### src/rtl/polara_noc_traffic_gen.sv
// polara_noc_traffic_gen: chipset-side NoC traffic source for Polara bring-up.
// A start pulse latches the configuration and sends a burst of packets into one NoC channel.
// Each packet is a header flit followed by payload_len beats. The payload pattern is zero,
// walking-one, a global beat counter, or a 32-bit LFSR replicated across the flit.
// Ports:
//   chipset_clk, chip_rst_n         clock, async active-low reset
//   start, abort                    burst start pulse, sticky stop at next packet boundary
//   noc_sel, mode                   target NoC (1..NUM_NOCS), payload pattern
//   payload_len, msg_type           header length / message type fields
//   burst_len                       packets per burst (0 = run until abort)
//   noc_data_out, noc_val_out       flattened flits and valids (NoC k at slice k-1)
//   noc_rdy_in                      per-NoC ready
//   busy, done, cfg_err, pkt_sent   status: burst active, completion pulse, rejected start, count
module polara_noc_traffic_gen #(
  parameter int unsigned NOC_DATA_WIDTH = 64,
  parameter int unsigned NUM_NOCS       = 3,
  parameter logic [13:0] CHIPID         = 14'b10000000000000,
  parameter int unsigned GAP_CYCLES     = 0,
  parameter logic [31:0] LFSR_SEED      = 32'hACE1_0001
) (
  input  logic                                chipset_clk,
  input  logic                                chip_rst_n,
  input  logic                                start,
  input  logic                                abort,
  input  logic [1:0]                          noc_sel,
  input  logic [1:0]                          mode,
  input  logic [7:0]                          payload_len,
  input  logic [7:0]                          msg_type,
  input  logic [7:0]                          burst_len,
  output logic [NUM_NOCS*NOC_DATA_WIDTH-1:0]  noc_data_out,
  output logic [NUM_NOCS-1:0]                 noc_val_out,
  input  logic [NUM_NOCS-1:0]                 noc_rdy_in,
  output logic                                busy,
  output logic                                done,
  output logic                                cfg_err,
  output logic [15:0]                         pkt_sent
);

  localparam int unsigned DW = NOC_DATA_WIDTH;
  localparam int unsigned NW = NUM_NOCS * NOC_DATA_WIDTH;

  typedef enum logic [2:0] {S_IDLE, S_HEADER, S_PAYLOAD, S_GAP, S_DONE} state_e;

  state_e         state_q, state_d;
  logic [1:0]     sel_q, sel_d, mode_q, mode_d;
  logic [7:0]     plen_q, plen_d, mtype_q, mtype_d, blen_q, blen_d;
  logic [7:0]     beat_q, beat_d;
  logic [31:0]    gbeat_q, gbeat_d, lfsr_q, lfsr_d, gap_q, gap_d;
  logic [15:0]    pkt_sent_q, pkt_sent_d;
  logic           abort_q, abort_d;
  logic [NW-1:0]  noc_data_q, noc_data_d;
  logic [NUM_NOCS-1:0] noc_val_q, noc_val_d;
  logic           busy_q, busy_d, done_q, done_d, cfg_err_q, cfg_err_d;
  logic           xfer_c, abort_seen_c, pkt_end_c, sel_ok_c;
  logic [DW-1:0]  flit_c;

  // Flit content for a given state and beat position.
  function automatic logic [DW-1:0] flit_f(input state_e st, input logic [1:0] md,
                                           input logic [7:0] plen, input logic [7:0] mt,
                                           input logic [7:0] idx, input logic [7:0] b,
                                           input logic [31:0] g, input logic [31:0] lf);
    logic [DW-1:0] f;
    f = '0;
    if (st == S_HEADER) begin
      f[63:0] = {CHIPID, 8'd0, 8'd0, 4'b0010, plen, mt, idx, 6'd0};
    end else if (st == S_PAYLOAD) begin
      case (md)
        2'b01:   f = DW'(1) << (32'(b) % DW);
        2'b10:   f = DW'(g);
        2'b11:   for (int i = 0; i < int'(DW); i++) f[i] = lf[5'(i % 32)];
        default: f = '0;
      endcase
    end
    return f;
  endfunction

  // Exactly one val bit can be high, so any val&rdy overlap is the selected NoC's transfer.
  assign xfer_c       = |(noc_val_q & noc_rdy_in);
  assign abort_seen_c = abort_q | abort;
  assign sel_ok_c     = (noc_sel != 2'd0) && (32'(noc_sel) <= NUM_NOCS);

  // Next-state, counters and registered output values.
  always_comb begin
    state_d    = state_q;
    sel_d      = sel_q;
    mode_d     = mode_q;
    plen_d     = plen_q;
    mtype_d    = mtype_q;
    blen_d     = blen_q;
    beat_d     = beat_q;
    gbeat_d    = gbeat_q;
    lfsr_d     = lfsr_q;
    gap_d      = gap_q;
    pkt_sent_d = pkt_sent_q;
    abort_d    = abort_seen_c;
    cfg_err_d  = 1'b0;
    pkt_end_c  = 1'b0;
    noc_val_d  = '0;
    noc_data_d = '0;

    case (state_q)
      S_IDLE: begin
        abort_d = 1'b0;
        if (start) begin
          if (sel_ok_c) begin
            sel_d      = noc_sel;
            mode_d     = mode;
            plen_d     = payload_len;
            mtype_d    = msg_type;
            blen_d     = burst_len;
            pkt_sent_d = '0;
            lfsr_d     = LFSR_SEED;
            beat_d     = '0;
            gbeat_d    = '0;
            state_d    = S_HEADER;
          end else begin
            cfg_err_d  = 1'b1;
          end
        end
      end
      S_HEADER: begin
        // A pending abort drops an untransferred header; a transferring header always completes.
        if (xfer_c) begin
          if (plen_q == 8'd0) pkt_end_c = 1'b1;
          else                state_d   = S_PAYLOAD;
        end else if (abort_seen_c) begin
          state_d = S_DONE;
        end
      end
      S_PAYLOAD: begin
        if (xfer_c) begin
          beat_d  = beat_q + 8'd1;
          gbeat_d = gbeat_q + 32'd1;
          lfsr_d  = {lfsr_q[30:0], lfsr_q[31] ^ lfsr_q[21] ^ lfsr_q[1] ^ lfsr_q[0]};
          if (beat_q == plen_q - 8'd1) pkt_end_c = 1'b1;
        end
      end
      S_GAP: begin
        if (abort_seen_c)       state_d = S_DONE;
        else if (gap_q == '0)   state_d = S_HEADER;
        else                    gap_d   = gap_q - 32'd1;
      end
      S_DONE:  state_d = S_IDLE;
      default: state_d = S_IDLE;
    endcase

    if (pkt_end_c) begin
      beat_d     = '0;
      pkt_sent_d = (pkt_sent_q == 16'hFFFF) ? pkt_sent_q : pkt_sent_q + 16'd1;
      if (abort_seen_c || (blen_q != 8'd0 && pkt_sent_d == {8'd0, blen_q})) begin
        state_d = S_DONE;
      end else if (GAP_CYCLES > 0) begin
        state_d = S_GAP;
        gap_d   = 32'(GAP_CYCLES - 1);
      end else begin
        state_d = S_HEADER;
      end
    end

    // Header MSHR carries the index of the packet about to be sent.
    flit_c = flit_f(state_d, mode_d, plen_d, mtype_d, pkt_sent_d[7:0], beat_d, gbeat_d, lfsr_d);
    for (int k = 0; k < int'(NUM_NOCS); k++) begin
      if ((state_d == S_HEADER || state_d == S_PAYLOAD) && sel_d == 2'(k + 1)) begin
        noc_val_d[k]            = 1'b1;
        noc_data_d[k*DW +: DW]  = flit_c;
      end
    end
    busy_d = (state_d != S_IDLE);
    done_d = (state_d == S_DONE);
  end

  // State and output registers.
  always_ff @(posedge chipset_clk or negedge chip_rst_n) begin
    if (!chip_rst_n) begin
      state_q    <= S_IDLE;
      sel_q      <= '0;
      mode_q     <= '0;
      plen_q     <= '0;
      mtype_q    <= '0;
      blen_q     <= '0;
      beat_q     <= '0;
      gbeat_q    <= '0;
      lfsr_q     <= LFSR_SEED;
      gap_q      <= '0;
      pkt_sent_q <= '0;
      abort_q    <= 1'b0;
      noc_data_q <= '0;
      noc_val_q  <= '0;
      busy_q     <= 1'b0;
      done_q     <= 1'b0;
      cfg_err_q  <= 1'b0;
    end else begin
      state_q    <= state_d;
      sel_q      <= sel_d;
      mode_q     <= mode_d;
      plen_q     <= plen_d;
      mtype_q    <= mtype_d;
      blen_q     <= blen_d;
      beat_q     <= beat_d;
      gbeat_q    <= gbeat_d;
      lfsr_q     <= lfsr_d;
      gap_q      <= gap_d;
      pkt_sent_q <= pkt_sent_d;
      abort_q    <= abort_d;
      noc_data_q <= noc_data_d;
      noc_val_q  <= noc_val_d;
      busy_q     <= busy_d;
      done_q     <= done_d;
      cfg_err_q  <= cfg_err_d;
    end
  end

  assign noc_data_out = noc_data_q;
  assign noc_val_out  = noc_val_q;
  assign busy         = busy_q;
  assign done         = done_q;
  assign cfg_err      = cfg_err_q;
  assign pkt_sent     = pkt_sent_q;

endmodule

### config.mk
export PLATFORM = sky130hd
export DESIGN_NAME = polara_noc_traffic_gen
export DESIGN_NICKNAME = d
export VERILOG_FILES = /design/src/rtl/polara_noc_traffic_gen.sv
export SDC_FILE = /design/constraint.sdc
export NUM_CORES = 1
export LEC_CHECK = 0
export CELL_PAD_IN_SITES_DETAIL_PLACEMENT = 0
export CELL_PAD_IN_SITES_GLOBAL_PLACEMENT = 1
export CORE_ASPECT_RATIO = 2
export CORE_MARGIN = 2
export CORE_UTILIZATION = 37
export DETAILED_ROUTE_END_ITERATION = 7
export HOLD_SLACK_MARGIN = 0.05
export PLACE_DENSITY = 0.85
export SLEW_MARGIN = 20
export SYNTH_ARGS = -nofsm -noshare
export SYNTH_HDL_FRONTEND = slang
export SYNTH_SLANG_ARGS = --single-unit
### constraint.sdc
create_clock -name chipset_clk -period 2.85 [get_ports chipset_clk]
set_input_delay 0.285 -clock chipset_clk [delete_from_list [all_inputs] [get_ports chipset_clk]]
set_output_delay 0.285 -clock chipset_clk [all_outputs]
set_load 0.01 [all_outputs]
==> summary.md, run 1 <==
| Metric | Value |
|---|---|
| Final setup viols | 164 |
| Register area share after synthesis | 57.6% |
| Die Wd | 147 um |
| CORE AREA | 40900 um2 |
| Distinct cells, synth | 88 |
| Failing checks | setup timing |
| Crit start category | flop |
| Primary FF master, synth | dfrtp_1 |
| CP Capture Type | flop |
| Outcome | complete, but fails checks |
| Root Driver | clkbuf_16 |
| Hold Path Class | primary input to flop |
| Num CTS Buffers | 31 |
| Final Power | 19300 uW |
| Post-synth EDFFs | 0 |
| Lkg Pwr | 0.0113 uW |
| WP data required | 3360 ps |
| Dpl ws | -819 ps |
| Max Fanout on Critical Path | 5 |
| Buf/Inv on CP | 4 |
| Peak Freq | 333 MHz |
| Area Growth Syn to Fin | 66.2% |
| Mapped cell area | 15200 um2 |
| CTS clk-pin slew, worst paths | 70 ps |
| Fin worst setup slack | -151 ps |
| Final WL | 60500 um |
| Grt ovf | 0 |
| Fin. Hold Viols | 0 |
| I/O pin count | 249 |
| Fillers | 3265 |
| H-tree levels | 1 |
| Final Critical Period | 3000 ps |
| Syn Area/Cell | 9.88 um2 |
| Global-route wire length before repair | 87200 um |
| Initial Util | 37.2% |
| GRT Util Overall | 26.8% |
| Syn Inst Count | 1539 |
| Largest net degree at the start of global routing | 74 |
| Critical path's slowest cell | or4_4 |
| Final Hold Slack | 224 ps |
| Initial antenna violation count | 2 |
| NumNets Final | 2186 |
| Relative slew slack | 64.4% |
| Port Buffers | 248 |
| Final Slew Violations | 0 |
| Pre-antenna DRT Iters | 5 |
| Asr flop ratio synth | 100% |
| Slew @ Worst Pin | 531 ps |
| WS Path Type | flop to flop |
| Max VDD drop | 588 uV |
| Final core occ | 61.9% |
| Pwr dens | 762 nW/um2 |
| CTS sink count | 350 |
| Max Cap Violations | 0 |
| Syn nets | 1579 |
| Most common cell on crit path | buf_6 |
| Share of cells above drive strength 1 | 38.3% |
| Cell row count | 105 |
| Die outline height | 291 um |
| Remaining antenna violation count | 0 |
| Crit path DAT | 3510 ps |
| Via density | 5.40 |
| Yosys reg bits | 350 |
| Residual DRC | 0 |
| CP delay by family, top | simple AND/OR/NAND/NOR gates |
| Period utilization | 105% |
| Vias in the first global route | 14.7k |
| Drt wl/cell | 22.4 um |
| Global placement routability congestion | 0.958 |
| YS warnings | 0 |
| Vias post-DR | 14.6k |
| CTS Buffer Depth | 3 |
| Iter 0 DRT Violations | 747 |
| CP peak stage delay | 540 ps |
| Unrepaired setup endpoints after global routing | yes |
| CP Cell Sequence | a222oi_1 > buf_4 > buf_8 > a2bb2oi_4 > buf_6 > a211oi_4 > or2_1 > nand2b_4 > or4_4 > buf_6 > a2bb2o_4 > a22oi_2 > nor2_1 |
| Worst-Skew Late Latency | 600 ps |
| CTS tree | yes |
| HPWL Detailed | 40900 um |
| Die area | 42800 um2 |
| Clk_skew | 22.1 ps |
-- logic make-up after synthesis --
family                     Yosys count  share of synthesized area (%)
muxes                                9                          0.609
and+or+nand+nor                    761                           23.9
xor gates and xnor gates            59                           3.40
DFF                                350                           57.6
AOI/OAI and AO/OA                  241                           10.4
adders and majority gates            5                          0.411
buffers and inverters              114                           3.59
-- metal layers --
| layer | vias to the layer above | global-route usage, % | wire length, um |
|---|---|---|---|
| met5 | - | 0 | 0 |
| li1 | 6541 | - | - |
| met1 | 7343 | 26.5 | 19500 |
| met2 | 513 | 51.7 | 33900 |
| met4 | 0 | 16.8 | 4570 |
| met3 | 209 | 3.05 | 2520 |
-- timing repair --
action,CTS,global route
hold buffers,1,0
pin swaps,86,157
endpoints found under the setup margin,201,217
cloned,13,8
hold endpoints to repair,52,0
buffers inserted,42,40
gates resized for setup,246,307
-- final cells by class --
class                   count  area (um2)  share of cell area, %
diodes                      2        5.00                 0.0198
clock buffers              39         846                   3.35
clock inverters            17         191                  0.757
inverters                  20        75.1                  0.297
multi-input cells        1075        8100                   32.0
flip-flops and latches    350        8770                   34.7
well taps                 535         669                   2.65
repair buffers            668        6630                   26.2
-- flip-flops by register name, indices dropped and copies added, names as in the netlist --
| signal | count |
|---|---|
| state_q | 3 |
| gbeat_q | 32 |
| noc_val_out | 3 |
| mtype_q | 8 |
| mode_q | 2 |
| lfsr_q | 32 |
| cfg_err | 1 |
| beat_q | 8 |
| abort_q | 1 |
| plen_q | 8 |
| done | 1 |
| gap_q | 32 |
| sel_q | 2 |
| noc_data_out | 192 |
| busy | 1 |
| blen_q | 8 |
| pkt_sent | 16 |
-- path summary, 6_finish.rpt --
path                                endpoint  slack [ps]            from  depth (start not counted)
max                        noc_data_out[154]        -150  noc_val_out[0]                         13
min                                blen_q[4]         220    burst_len[4]                          3
max reg2reg                noc_data_out[154]        -150  noc_val_out[0]                         13
min reg2reg                       lfsr_q[27]         490      lfsr_q[26]                          2
max in group asynchronous       pkt_sent[11]        1700      chip_rst_n                          3
min in group asynchronous   noc_data_out[20]         230      chip_rst_n                          2
-- cell usage after synthesis (all sizes together), types with 5 or more instances --
cell type	count	area, um2
a21o	5	37.5
a21oi	53	269
a22o	11	96.3
a22oi	18	135
a31oi	22	138
and2	6	37.5
and3	21	131
and4	8	70.1
buf	47	295
clkbuf	47	176
dfrtp	341	8530
dfstp	9	236
ha	5	62.6
inv	20	75.1
mux2i	7	70.1
nand2	246	923
nand2b	9	56.3
nand3	71	360
nand4	22	144
nor2	223	840
nor2b	8	50.1
nor3	72	460
nor3b	7	63.8
nor4	20	144
o21ai	64	320
o22ai	6	37.5
o2bb2ai	6	52.6
o31ai	7	52.6
or2	9	56.3
or3	15	93.8
or4	8	63.8
xnor2	33	289
xor2	26	228
-- placed cells by master (no fill, tap or decap), types with 17 or more instances in the layout --
cell             count
buf_12              27
buf_4              311
xor2_1              25
clkbuf_16           37
nor2_2              37
nand2_1            227
nor2_4              69
nor2_1             117
nor3_4              26
nand3_1             64
a21oi_1             39
nor3_2              29
buf_6               49
clkdlybuf4s50_1    247
nand4_1             21
dfrtp_1            338
nor3_1              17
xnor2_1             29
o21ai_0             39
and3_1              18
-- power by group --
part | leakage, uW | internal (uW) | switching, uW | total, uW
sequential | 0.00479 | 5560 | 387 | 5950
combinational | 0.00606 | 4010 | 4950 | 8960
clock | 0.000495 | 2380 | 1960 | 4350
-- tightest hold or removal path, stage by stage --
cell and delay (ps):
clkdlybuf4s50_1 400, nand2_1 50, nand2_1 40
-- stage by stage --
step,instances,TNS (ps),instance area [um2]
after global placement,2556,-134690,20700
after detailed placement,2556,-126860,20700
after CTS,2662,-8940,23500
final,2706,-11330,25300
after global routing,2706,-29940,25300
after floorplan,1539,-477,15400
(Power assumes the default switching activity.)
==> run 2, diff against run 1 <==
--- a/config.mk
+++ b/config.mk
@@ -5,6 +5,7 @@
 export SDC_FILE = /design/constraint.sdc
 export NUM_CORES = 1
 export LEC_CHECK = 0
+export CAP_MARGIN = 20
 export CELL_PAD_IN_SITES_DETAIL_PLACEMENT = 0
 export CELL_PAD_IN_SITES_GLOBAL_PLACEMENT = 1
 export CORE_ASPECT_RATIO = 2
==> results of run 2 <==
Final layout, timing and power as in run 1 (identical DEF).
==> run 3, diff against run 2 <==
==> constraint.sdc (replaced) <==
create_clock -name chipset_clk -period 2.85 [get_ports chipset_clk]
set_input_delay 0.285 -clock chipset_clk [delete_from_list [all_inputs] [get_ports chipset_clk]]
set_output_delay 0.285 -clock chipset_clk [all_outputs]
set_load 0.005 [all_outputs]
==> run 3 against run 2 <==
Net effect: the run ends with DRC, setup timing left; total power increased by 1.8%; critical path depth rose by 1; first-iteration DRC count grew 19%; sequential share of layout area rose by 0.25 points; largest power group unchanged.
==> summary.md, run 3 (synthesis gave the netlist of run 1 again) <==
| Metric | Value |
|---|---|
| Length in cells of the worst reg-to-reg path | 14 |
| Max FFs per register | 192 |
| Switching Share | 37.9% |
| Most common cell after layout, fill and taps aside | dfrtp_1 |
| Grt ovf | 0 |
| Fin worst setup slack | -534 ps |
| Met2 Use GR | 52.2% |
| WP data required | 3370 ps |
| Area Growth Syn to Fin | 65.0% |
| Initial Util | 37.2% |
| Most frequent cells in the layout | 340 x dfrtp_1, 276 x buf_4, 247 x clkdlybuf4s50_1, 225 x nand2_1, 112 x nor2_1 |
| Residual DRC | 2 |
| Hold Path Class | primary input to flop |
| Crit start category | flop |
| Final setup viols | 202 |
| Vias in the first global route | 15.0k |
| Pint | 12200 uW |
| Clock power share | 23.7% |
| HPWL Detailed | 41500 um |
| Period utilization | 119% |
| Slew @ Worst Pin | 902 ps |
| GRT Util Overall | 27.4% |
| Reg power frac | 30.4% |
| Clk_skew | 21.9 ps |
| Via density | 5.43 |
| CP Capture Type | flop |
| CP Cell Sequence | a222oi_1 > buf_4 > buf_12 > buf_6 > buf_6 > or2_4 > a31oi_4 > or3_4 > a21boi_4 > a21bo_4 > buf_12 > buf_8 > buf_16 > nor3_2 |
| Reg-to-reg startpoint | noc_val_out[0] |
| CORE AREA | 40900 um2 |
| Cells after DPL | 2531 |
| Global placement routability congestion | 0.998 |
| NetSw | 7430 uW |
| Min-delay src | burst_len[2] |
| Iter 0 DRT Violations | 890 |
| Remaining antenna violation count | 0 |
| Pre-antenna DRT Iters | 7 |
| Fin. Hold Viols | 0 |
| Placed instance area | 20500 um2 |
| Peak Freq | 295 MHz |
| Crit path DAT | 3900 ps |
| Comb power frac | 45.9% |
| Global-route wire length before repair | 88800 um |
| Share of cells above drive strength 1 | 36.7% |
| CP delay by family, top | compound AO/OA/AOI/OAI gates |
| CTS clk-pin slew, worst paths | 80 ps |
| Most used routing layer | met2 |
| GRT met3 Usage | 3.05% |
| NumNets Final | 2155 |
| Largest net degree at the start of global routing | 85 |
| Lkg Pwr | 0.0115 uW |
| Final Power | 19600 uW |
| Final WL | 62400 um |
| Max Cap Violations | 0 |
| Failing checks | DRC, setup timing |
| Final Critical Period | 3380 ps |
| Final Slew Violations | 0 |
| I/O pin count | 249 |
| Die Wd | 147 um |
| Relative slew slack | 39.0% |
| Met1 Track Usage GR | 26.5% |
| Outcome | complete, but fails checks |
| Critical path's slowest cell | a222oi_1 |
| Worst reg2reg endpoint | noc_data_out[56] |
| CP peak stage delay | 730 ps |
| Root Driver | clkbuf_16 |
| H-tree levels | 1 |
| Pwr dens | 781 nW/um2 |
| Cell row count | 105 |
| Die area | 42800 um2 |
| Non-Filler Instances | 2676 |
| WS Path Type | flop to flop |
| Buf/Inv on CP | 7 |
| Final core occ | 61.4% |
| Port Buffers | 248 |
| Die outline height | 291 um |
| CTS Buffer Depth | 3 |
| Vias post-DR | 14.5k |
| Worst-Skew Late Latency | 610 ps |
| Max Fanout on Critical Path | 6 |
| Drt wl/cell | 23.3 um |
| Num CTS Buffers | 31 |
| CTS tree | yes |
| Max VDD drop | 484 uV |
| Post-route cell area | 25100 um2 |
| Min-Delay Endpoint | blen_q[2] |
| Min-Delay Path Depth | 3 |
| CTS sink count | 350 |
| R2R Setup Slk | -530 ps |
| Initial antenna violation count | 2 |
| Unrepaired setup endpoints after global routing | yes |
run 3: cell types whose count changed in the layout (fill, tap and decap cells not counted), sizes merged:
cell	change
bufinv	+2
clkbuf	-7
clkinvlp	-4
inv	+8
clkinv	+1
bufbuf	+1
buf	-32
a21o	+1
run 3: how the worst max path moves through the flow:
| stage | startpoint | end | slack [ps] | cells past startpoint |
|---|---|---|---|---|
| finish | noc_val_out[0] | noc_data_out[56] | -530 | 14 |
| detailed placement | noc_rdy_in[0] | noc_data_out[152] | -1220 | 13 |
| global placement | noc_rdy_in[0] | noc_data_out[139] | -1230 | 13 |
| global route | noc_val_out[0] | noc_data_out[56] | -590 | 14 |
| CTS | noc_val_out[0] | noc_data_out[118] | -490 | 14 |
| floorplan | pkt_sent[0] | noc_data_out[152] | -20 | 12 |
run 3: power groups by stage:
stage | registers (uW) | clock network (uW) | logic, uW
6_report | 5970 | 4640 | 8990
5_1_grt | 6030 | 4900 | 9440
4_1_cts | 5960 | 4690 | 7930
3_5_place_dp | 6050 | 0 | 5760
3_3_place_gp | 6020 | 0 | 5690
2_1_floorplan | 6020 | 0 | 2950
run 3: final cells by class:
type                            instances  area, um2
Antenna cell                            2       5.00
Clock buffer                           33        783
Clock inverter                         24        330
Fill cell                            3205      15800
Inverter                               20       75.1
Multi-Input combinational cell       1076       7980
Sequential cell                       350       8770
Tap cell                              535        669
Timing Repair Buffer                  636       6490
run 3: routing by layer:
layer	up-vias	part of all wire, %
li1	6487	-
met1	7227	31
met2	584	55
met3	235	4.6
met4	0	9.4
met5	-	0
run 3: stage by stage:
step	hold WS, ps	setup slack [ps]	TNS [ps]
4_1_cts	191	-494	-74320
3_3_place_gp	335	-1230	-193670
5_1_grt	215	-592	-98660
6_report	200	-534	-83540
3_5_place_dp	349	-1220	-184670
2_1_floorplan	-10.6	-15.9	-159
run 3: timing repair:
action / 4_1_cts / 5_1_grt
hold buffers: 1 / 0
pin swaps: 116 / 93
endpoints found under the setup margin: 209 / 219
cloned: 18 / 9
gates resized for setup: 311 / 222
hold endpoints to repair: 68 / 0
setup buffers: 51 / 19
run 3: tightest hold or removal path: cells and delay by family:
| kind | cells | cell delay (ps) |
|---|---|---|
| buffers and inverters | 1 | 400 |
| and+or+nand+nor | 2 | 90 |
